File: src/rtl/accumulate_unit.sv
// accumulate_unit: streaming 16-bit block accumulator with sticky carry flag and carry-event count.
// Optional build macro ACC_SATURATE_EN clamps Result to 16'hFFFF on carry instead of wrapping.
module accumulate_unit #(
    parameter int COUNT = 8
) (
    input  logic        clk,
    input  logic        rst_n,
    input  logic        clr,
    input  logic        in_valid,
    output logic        in_ready,
    input  logic [15:0] operand1,
    output logic        out_valid,
    input  logic        out_ready,
    output logic [15:0] Result,
    output logic        Cout,
    output logic [7:0]  carry_cnt
);

    typedef enum logic {
        ACCUM = 1'b0,
        DONE  = 1'b1
    } state_t;

    localparam logic [7:0] LAST_BEAT = 8'(COUNT - 1);

    state_t      state_q, state_d;
    logic [15:0] result_q, result_d;
    logic        cout_q, cout_d;
    logic [7:0]  carry_cnt_q, carry_cnt_d;
    logic [7:0]  beat_q, beat_d;
    logic [16:0] sum17;

    assign sum17 = {1'b0, result_q} + {1'b0, operand1};

    always_comb begin
        state_d     = state_q;
        result_d    = result_q;
        cout_d      = cout_q;
        carry_cnt_d = carry_cnt_q;
        beat_d      = beat_q;

        // clr wins over both an accept and a handoff in the same cycle
        if (clr) begin
            state_d     = ACCUM;
            result_d    = 16'h0000;
            cout_d      = 1'b0;
            carry_cnt_d = 8'h00;
            beat_d      = 8'h00;
        end else begin
            case (state_q)
                ACCUM: begin
                    if (in_valid) begin
`ifdef ACC_SATURATE_EN
                        result_d = sum17[16] ? 16'hFFFF : sum17[15:0];
`else
                        result_d = sum17[15:0];
`endif
                        if (sum17[16]) begin
                            cout_d      = 1'b1;
                            carry_cnt_d = carry_cnt_q + 8'd1;
                        end
                        if (beat_q == LAST_BEAT) begin
                            beat_d  = 8'h00;
                            state_d = DONE;
                        end else begin
                            beat_d = beat_q + 8'd1;
                        end
                    end
                end
                DONE: begin
                    if (out_ready) begin
                        state_d     = ACCUM;
                        result_d    = 16'h0000;
                        cout_d      = 1'b0;
                        carry_cnt_d = 8'h00;
                    end
                end
                default: state_d = ACCUM;
            endcase
        end
    end

    always_ff @(posedge clk or negedge rst_n) begin
        if (!rst_n) begin
            state_q     <= ACCUM;
            result_q    <= 16'h0000;
            cout_q      <= 1'b0;
            carry_cnt_q <= 8'h00;
            beat_q      <= 8'h00;
        end else begin
            state_q     <= state_d;
            result_q    <= result_d;
            cout_q      <= cout_d;
            carry_cnt_q <= carry_cnt_d;
            beat_q      <= beat_d;
        end
    end

    // handshake outputs decode the state register only
    assign in_ready  = (state_q == ACCUM);
    assign out_valid = (state_q == DONE);
    assign Result    = result_q;
    assign Cout      = cout_q;
    assign carry_cnt = carry_cnt_q;

endmodule

File: config.mk
export PLATFORM = sky130hd
export DESIGN_NAME = accumulate_unit
export DESIGN_NICKNAME = d
export VERILOG_FILES = /design/src/rtl/accumulate_unit.sv
export SDC_FILE = /design/constraint.sdc
export NUM_CORES = 1
export LEC_CHECK = 0
export ABC_AREA = 0
export CORE_UTILIZATION = 52
export CTS_CLUSTER_SIZE = 28
export DETAILED_ROUTE_END_ITERATION = 8
export PLACE_DENSITY = 0.81
export SYNTH_ARGS = -nofsm -noshare
export SYNTH_HDL_FRONTEND = slang
export SYNTH_SLANG_ARGS = --single-unit
File: constraint.sdc
create_clock -name clk -period 2.43 [get_ports clk]
set_input_delay 0.486 -clock clk [delete_from_list [all_inputs] [get_ports clk]]
set_output_delay 0.486 -clock clk [all_outputs]
set_load 0.01 [all_outputs]
==> implementation parameters, run 1 <==
Parameter                              Value

Timing
  Count of pins over their slew limit ... 0
  Final worst-path cycle share ... 0.9656
  Fin. Hold Viols ... 0
  Post-layout minimum cycle time ... 2.346 ns
  Highest achievable clock rate ... 426.2 MHz
  Worst slew pin tran ... 0.4371 ns
  Clock skew ... 0.002974 ns
  Final setup fails ... 0
  Unrepaired setup endpoints after global routing ... false
  Worst slew margin relative to its limit ... 0.7086

GRT
  Number of global-route vias before repair ... 2,229
  Largest net degree at the start of global routing ... 35
  Sum of overflow across all layers after global routing ... 0
  Overall fraction of global-route tracks in use ... 0.2722
  Number of antenna violations at the first check in global routing ... 0
  Wire length of the first global-routing pass ... 10.43 mm

Clock network
  Clock-pin slew on the worst setup and hold paths ... 0.08 ns
  Total of hold buffers inserted after clock tree synthesis ... 0
  Sink count of the clock tree ... 34
  Maximum buffer depth of the clock tree ... 2
  Max H-tree Level ... 2
  CTS buffer count ... 5
  Later-pin clock latency in the skew report ... 0.29 ns
  TritonCTS clock tree ... yes
  CTS Root Buffer Type ... clkbuf_8

Floorplanning
  # IOs ... 48
  Die height ... 69.37 µm
  Initial standard-cell utilization of the core ... 0.5420
  Core region area ... 0.004354 mm²
  Count of standard-cell rows ... 24
  Die extent in x ... 69.37 µm
  Area of the die ... 0.004812 mm²

Pwr
  Total design power ... 0.002301 W
  Power Density ... 685.8 mW/mm²
  LEAKAGE ... 1.533 nW
  Worst voltage drop across the vdd grid ... 0.4036 mV

Worst setup path
  Count of buffer and inverter cells on the critical path ... 1
  CP max FO ... 5
  Worst setup EP type ... flip-flop
  Category of cells accounting for the largest share of critical-path delay ... compound AO/OA/AOI/OAI gates
  Kind of launch point of the worst setup path ... input pin
  Worst path slowest cell ... clkdlybuf4s50_1
  Critical path cell sequence ... clkdlybuf4s50_1 -> ha_1 -> a21o_1 -> o41ai_4 -> a21oi_1 -> or3_1 -> a32o_1
  Critical setup path kind ... input pin to flip-flop
  Data required time at the worst endpoint ... 2.62 ns
  Highest cell delay on the worst timing path ... 0.41 ns
  Critical path data arrival time ... 2.53 ns

Place
  Final weighted congestion in routability-driven placement ... 0.8670
  Count of port buffers added during placement ... 47
  Detailed placement HPWL ... 4.400 mm
  Placed standard-cell area ... 0.003124 mm²

Synthesis
  Cells after Synth ... 267
  Number of enable-type register cells in the synthesized netlist ... 0
  Netlist area before placement ... 0.002360 mm²
  Total number of yosys warnings ... 0
  Synthesized area divided by synthesized cell count ... 8.838 µm²
  Synth Net Count ... 307
  Number of unique standard cell types used by synthesis ... 52
  Sequential fraction of the synthesis area ... 0.3606
  Share of async-settable or async-resettable flops after synthesis ... 1.000
  Number of flip-flops and latches in the synthesized netlist ... 34
  Predominant post-synthesis flop cell ... dfrtp_1

Detailed routing
  DR pass1 iterations ... 4
  Via/cell ratio ... 5.691
  DRT iter0 DRCs ... 166
  Count of nets left with antenna violations after detail routing ... 0
  Total wire length ... 6.215 mm
  Number of design rule violations left after detail routing ... 0
  Per-cell routed wire length ... 15.35 µm
  Via Count ... 2,305

Job
  Max-cap check violation count ... 0

Worst hold path
  Worst hold-check path type ... flip-flop to flip-flop

Finish
  Layout cells sized above 1 ... 0.1898
  Layout Area Growth over Synthesis ... 42.15%
  Number of fillers in the final layout ... 298
  Summed area of non-filler cells in the final layout ... 0.003354 mm²
  Antenna fix cells ... 0
  Total number of nets in the final design ... 392

Status
  Run status ... complete, no violations
logic make-up (layout without fill, tap and decap cells):
logic type | count (synthesis) | in the layout | share of synthesized area
buf+inv | 22 | 108 | 0.04294
flops | 34 | 34 | 0.3606
xor+xnor | 16 | 16 | 0.05939
compound gates | 84 | 84 | 0.2487
simple gates | 91 | 91 | 0.1803
fa+ha+maj | 19 | 19 | 0.1039
mux | 1 | 1 | 0.004242
metrics by stage:
stage	std cells	worst slack [ns]	utilization	TNS (ns)	hold slack, ns
finish	405	0.08357	0.7704	0	0.5198
CTS	404	0.001990	0.7543	0	0.5210
global route	405	0.002358	0.7704	0	0.5414
global placement	394	-0.3759	0.7175	-4.411	0.4884
detailed placement	394	-0.4989	0.7175	-6.042	0.5051
floorplan	267	0.06415	-	0	0.1904
final cells by class:
cell class | instances | area [µm²] | share of cell area
Multi-Input combinational cell | 211 | 1473 | 0.4390
Sequential cell | 34 | 850.8 | 0.2536
Timing Repair Buffer | 88 | 783.3 | 0.2335
Clock buffer | 5 | 68.82 | 0.02051
Clock inverter | 3 | 68.82 | 0.02051
Tap cell | 52 | 65.06 | 0.01940
Inverter | 12 | 45.04 | 0.01343
worst paths after layout:
| check | startpoint | end | slack [ns] | depth (start not counted) |
|---|---|---|---|---|
| max | operand1[8] | Result[13] | 0.08 | 7 |
| min | Result[5] | Result[5] | 0.52 | 2 |
| max reg2reg | Result[0] | Cout | 0.13 | 11 |
| min reg2reg | Result[5] | Result[5] | 0.52 | 2 |
| max in group asynchronous | rst_n | Result[11] | 1.52 | 2 |
| min in group asynchronous | rst_n | beat_q[7] | 0.59 | 2 |
where the power goes:
part           internal [W]  switching (W)  total, W
logic              0.000500       0.000452  0.000951
registers          0.000637      0.0000703  0.000707
clock network      0.000411       0.000231  0.000642
total               0.00155       0.000753   0.00230
registers in the layout, indices dropped and copies added (netlist names):
signal,flops
out_valid,1
carry_cnt,8
Result,16
Cout,1
beat_q,8
cells in the final DEF (no fill, tap or decap), types with 4 or more instances in the layout:
cell / n
a21o_1: 5
a21oi_1: 20
a31oi_1: 6
and3_1: 4
buf_4: 39
clkbuf_8: 5
clkdlybuf4s50_1: 44
dfrtp_1: 34
ha_1: 15
inv_1: 11
nand2_1: 37
nand2b_1: 5
nand3_1: 8
nand4_1: 7
nor2_1: 14
nor3_1: 5
o21ai_0: 23
xnor2_1: 7
xor2_1: 9
worst reg2reg max path, delay by kind of cell, from the launching register on:
family / cells / cell delay (ns)
AND/OR/NAND/NOR: 1 / 0.05
AO/OA/AOI/OAI: 4 / 0.75
adder cells (fa/ha/maj): 2 / 0.45
buffers and inverters: 4 / 0.51
flip-flops: 1 / 0.42
cell usage after synthesis, drive strengths merged, types with 3 or more instances:
cell	n	area share
o21ai	25	0.055
a21o	5	0.016
nor3	5	0.011
nor2	15	0.024
inv	12	0.019
nand2	37	0.059
dfrtp	34	0.36
a22o	3	0.011
clkbuf	3	0.0053
nand3	8	0.017
o41ai	3	0.014
a31oi	6	0.016
ha	18	0.095
or3	3	0.0080
o21bai	3	0.0095
xnor2	7	0.026
nand4	7	0.019
buf	7	0.019
xor2	9	0.033
a21oi	21	0.046
nand2b	5	0.013
and3	5	0.014
per-layer routing:
metal	up-vias	share of wire	track usage	wire [µm]
met5	-	0	0	0
met4	0	0.010	0.06803	64
met3	8	0.041	0.04797	254
met2	62	0.50	0.4466	3084
met1	1097	0.45	0.3732	2812
li1	1138	-	-	-
repair_timing:
item | 4_1_cts | 5_1_grt
setup buffers | 1 | 1
endpoints found under the setup margin | 13 | 11
gates cloned | 1 | 0
pin swaps | 5 | 5
gates resized for setup | 6 | 10
hold endpoints to repair | 0 | 0
Power figures use the tool's default switching activity.
==> run 2, diff against run 1 <==
--- a/config.mk
+++ b/config.mk
@@ -6,9 +6,11 @@
 export NUM_CORES = 1
 export LEC_CHECK = 0
 export ABC_AREA = 0
+export CAP_MARGIN = 5
 export CORE_UTILIZATION = 52
 export CTS_CLUSTER_SIZE = 28
 export DETAILED_ROUTE_END_ITERATION = 8
+export MAX_ROUTING_LAYER = met4
 export PLACE_DENSITY = 0.81
 export SYNTH_ARGS = -nofsm -noshare
 export SYNTH_HDL_FRONTEND = slang
==> implementation parameters, run 2 (synthesized netlist as in run 1, its figures left out) <==
Parameter                              Value

GRT
  Largest net degree at the start of global routing ... 35
  Number of global-route vias before repair ... 2,261
  Sum of overflow across all layers after global routing ... 0
  Overall fraction of global-route tracks in use ... 0.2806
  Number of antenna violations at the first check in global routing ... 0
  Wire length of the first global-routing pass ... 10.49 mm

Worst setup path
  Data required time at the worst endpoint ... 2.60 ns
  Count of buffer and inverter cells on the critical path ... 5
  CP max FO ... 6
  Critical R2R Launch ... Result[0]
  Worst setup EP type ... flip-flop
  Highest cell delay on the worst timing path ... 0.33 ns
  Kind of launch point of the worst setup path ... input pin
  Critical path cell sequence ... dlygate4sd2_1 -> ha_2 -> inv_2 -> fa_2 -> nor2b_4 -> o31a_4 -> buf_4 -> o211ai_1 -> a21oi_1 -> buf_4 -> buf_4 -> o21bai_1
  Critical path data arrival time ... 2.51 ns
  Worst reg-to-reg setup slack ... 0.11 ns
  Cells on worst reg2reg path ... 11
  Most used cell, CP ... buf_4
  Worst reg2reg endpoint ... Cout
  Critical setup path kind ... input pin to flip-flop
  Worst path slowest cell ... o31a_4
  Category of cells accounting for the largest share of critical-path delay ... compound AO/OA/AOI/OAI gates

Worst hold path
  Worst hold path startpoint ... Result[4]
  Endpoint of the worst hold-timing path ... Result[4]
  Worst hold-check path type ... flip-flop to flip-flop
  Number of stages on the worst hold path ... 2

Finish
  Multi-input gate area in the final layout ... 0.001490 mm²
  Layout cells sized above 1 ... 0.2085
  Number of fillers in the final layout ... 312
  Most common cell after layout, fill and taps aside ... clkdlybuf4s50_1
  Number of flip-flops under the largest register name ... 16
  Sequential standard cell area ... 850.8 µm²
  Layout Area Growth over Synthesis ... 43.05%
  Total number of nets in the final design ... 395
  Commonest non-fill, non-tap cells in the layout ... clkdlybuf4s50_1 (44), buf_4 (42), nand2_1 (37)
  Antenna fix cells ... 0
  Share of the core filled with cells ... 0.7753
  Final cell count without fillers ... 407

Timing
  Final worst-path cycle share ... 0.9618
  Final setup fails ... 0
  Post-layout minimum cycle time ... 2.337 ns
  Fin. Hold Viols ... 0
  Worst slew pin tran ... 0.4394 ns
  Highest achievable clock rate ... 427.9 MHz
  Worst slew margin relative to its limit ... 0.7070
  Count of pins over their slew limit ... 0
  Clock skew ... 0.003829 ns
  Setup TNS Final ... 0 ns

Detailed routing
  Via/cell ratio ... 5.779
  Per-cell routed wire length ... 15.47 µm
  DR pass1 iterations ... 4
  DRT iter0 DRCs ... 127
  Number of design rule violations left after detail routing ... 0
  Count of nets left with antenna violations after detail routing ... 0
  Total wire length ... 6.295 mm
  Via Count ... 2,352

Floorplanning
  # IOs ... 48
  Count of standard-cell rows ... 24
  Area of the die ... 0.004812 mm²
  Initial standard-cell utilization of the core ... 0.5420
  Die height ... 69.37 µm
  Die extent in x ... 69.37 µm
  Core region area ... 0.004354 mm²

Clock network
  Total of hold buffers inserted after clock tree synthesis ... 0
  TritonCTS clock tree ... yes
  Sink count of the clock tree ... 34
  Max H-tree Level ... 2
  Clock-pin slew on the worst setup and hold paths ... 0.07 ns
  Maximum buffer depth of the clock tree ... 2
  CTS Root Buffer Type ... clkbuf_8
  CTS buffer count ... 5
  Later-pin clock latency in the skew report ... 0.29 ns

Job
  Max-cap check violation count ... 0

Pwr
  Power Density ... 654.7 mW/mm²
  Worst voltage drop across the vdd grid ... 0.3229 mV
  LEAKAGE ... 1.533 nW

Status
  Run status ... complete, no violations

Place
  Final weighted congestion in routability-driven placement ... 0.8856
  Detailed placement HPWL ... 4.376 mm
  Count of port buffers added during placement ... 47
  Dpl cells ... 393
[run 2: worst max path at each step]
stage	from	end	slack, ns	cells past startpoint
6_report	operand1[0]	Cout	0.09	12
5_1_grt	operand1[6]	Result[13]	-0.01	8
4_1_cts	operand1[1]	Result[13]	0.006	8
3_5_place_dp	operand1[0]	carry_cnt[1]	-0.46	11
3_3_place_gp	operand1[0]	carry_cnt[1]	-0.38	11
2_1_floorplan	operand1[0]	carry_cnt[1]	0.06	9
[run 2: area by class of cell]
cell class / count / area share
clock inverter: 1 / 0.008895
clock buffer: 6 / 0.02446
timing repair buffer: 91 / 0.2405
tap: 52 / 0.01927
sequential: 34 / 0.2520
multi-input combinational: 211 / 0.4414
inverter: 12 / 0.01334
[run 2: timing repair]
item / 4_1_cts / 5_1_grt
endpoints found under the setup margin: 13 / 15
cloned: 1 / 0
setup buffers: 6 / 0
gates resized for setup: 7 / 15
hold endpoints to repair: 0 / 0
pin swaps: 6 / 11
[run 2: per-stage QoR]
| stage | hold slack, ns | area, µm² | setup WS, ns | total power [W] |
|---|---|---|---|---|
| 4_1_cts | 0.5251 | 3308 | 0.005643 | 0.002171 |
| 6_report | 0.5157 | 3376 | 0.09281 | 0.002210 |
| 2_1_floorplan | 0.1904 | 2360 | 0.06415 | 0.001195 |
| 3_5_place_dp | 0.5088 | 3117 | -0.4643 | 0.001591 |
| 3_3_place_gp | 0.4879 | 3117 | -0.3759 | 0.001572 |
| 5_1_grt | 0.5390 | 3376 | -0.01453 | 0.002339 |
[run 2: layer usage]
metal  part of all wire  global-route usage  vias up
met5                  0                   -        -
met1               0.45              0.3559     1136
met2               0.49              0.4660       65
li1                   -                   -     1142
met4              0.011             0.07937        0
met3              0.048             0.04360        9
[run 2: worst min-delay path, stage by stage, from the launching register on]
cell	delay (ns)
dfrtp_1	0.37
nand2_1	0.05
o21ai_0	0.06
[run 2: report_power, final]
part	leakage [nW]	switching [W]	internal (W)	total (W)
clock network	0.0573	0.000213	0.000328	0.000542
logic	1.02	0.000450	0.000509	0.000959
registers	0.459	0.0000717	0.000637	0.000709
total	1.53	0.000735	0.00147	0.00221
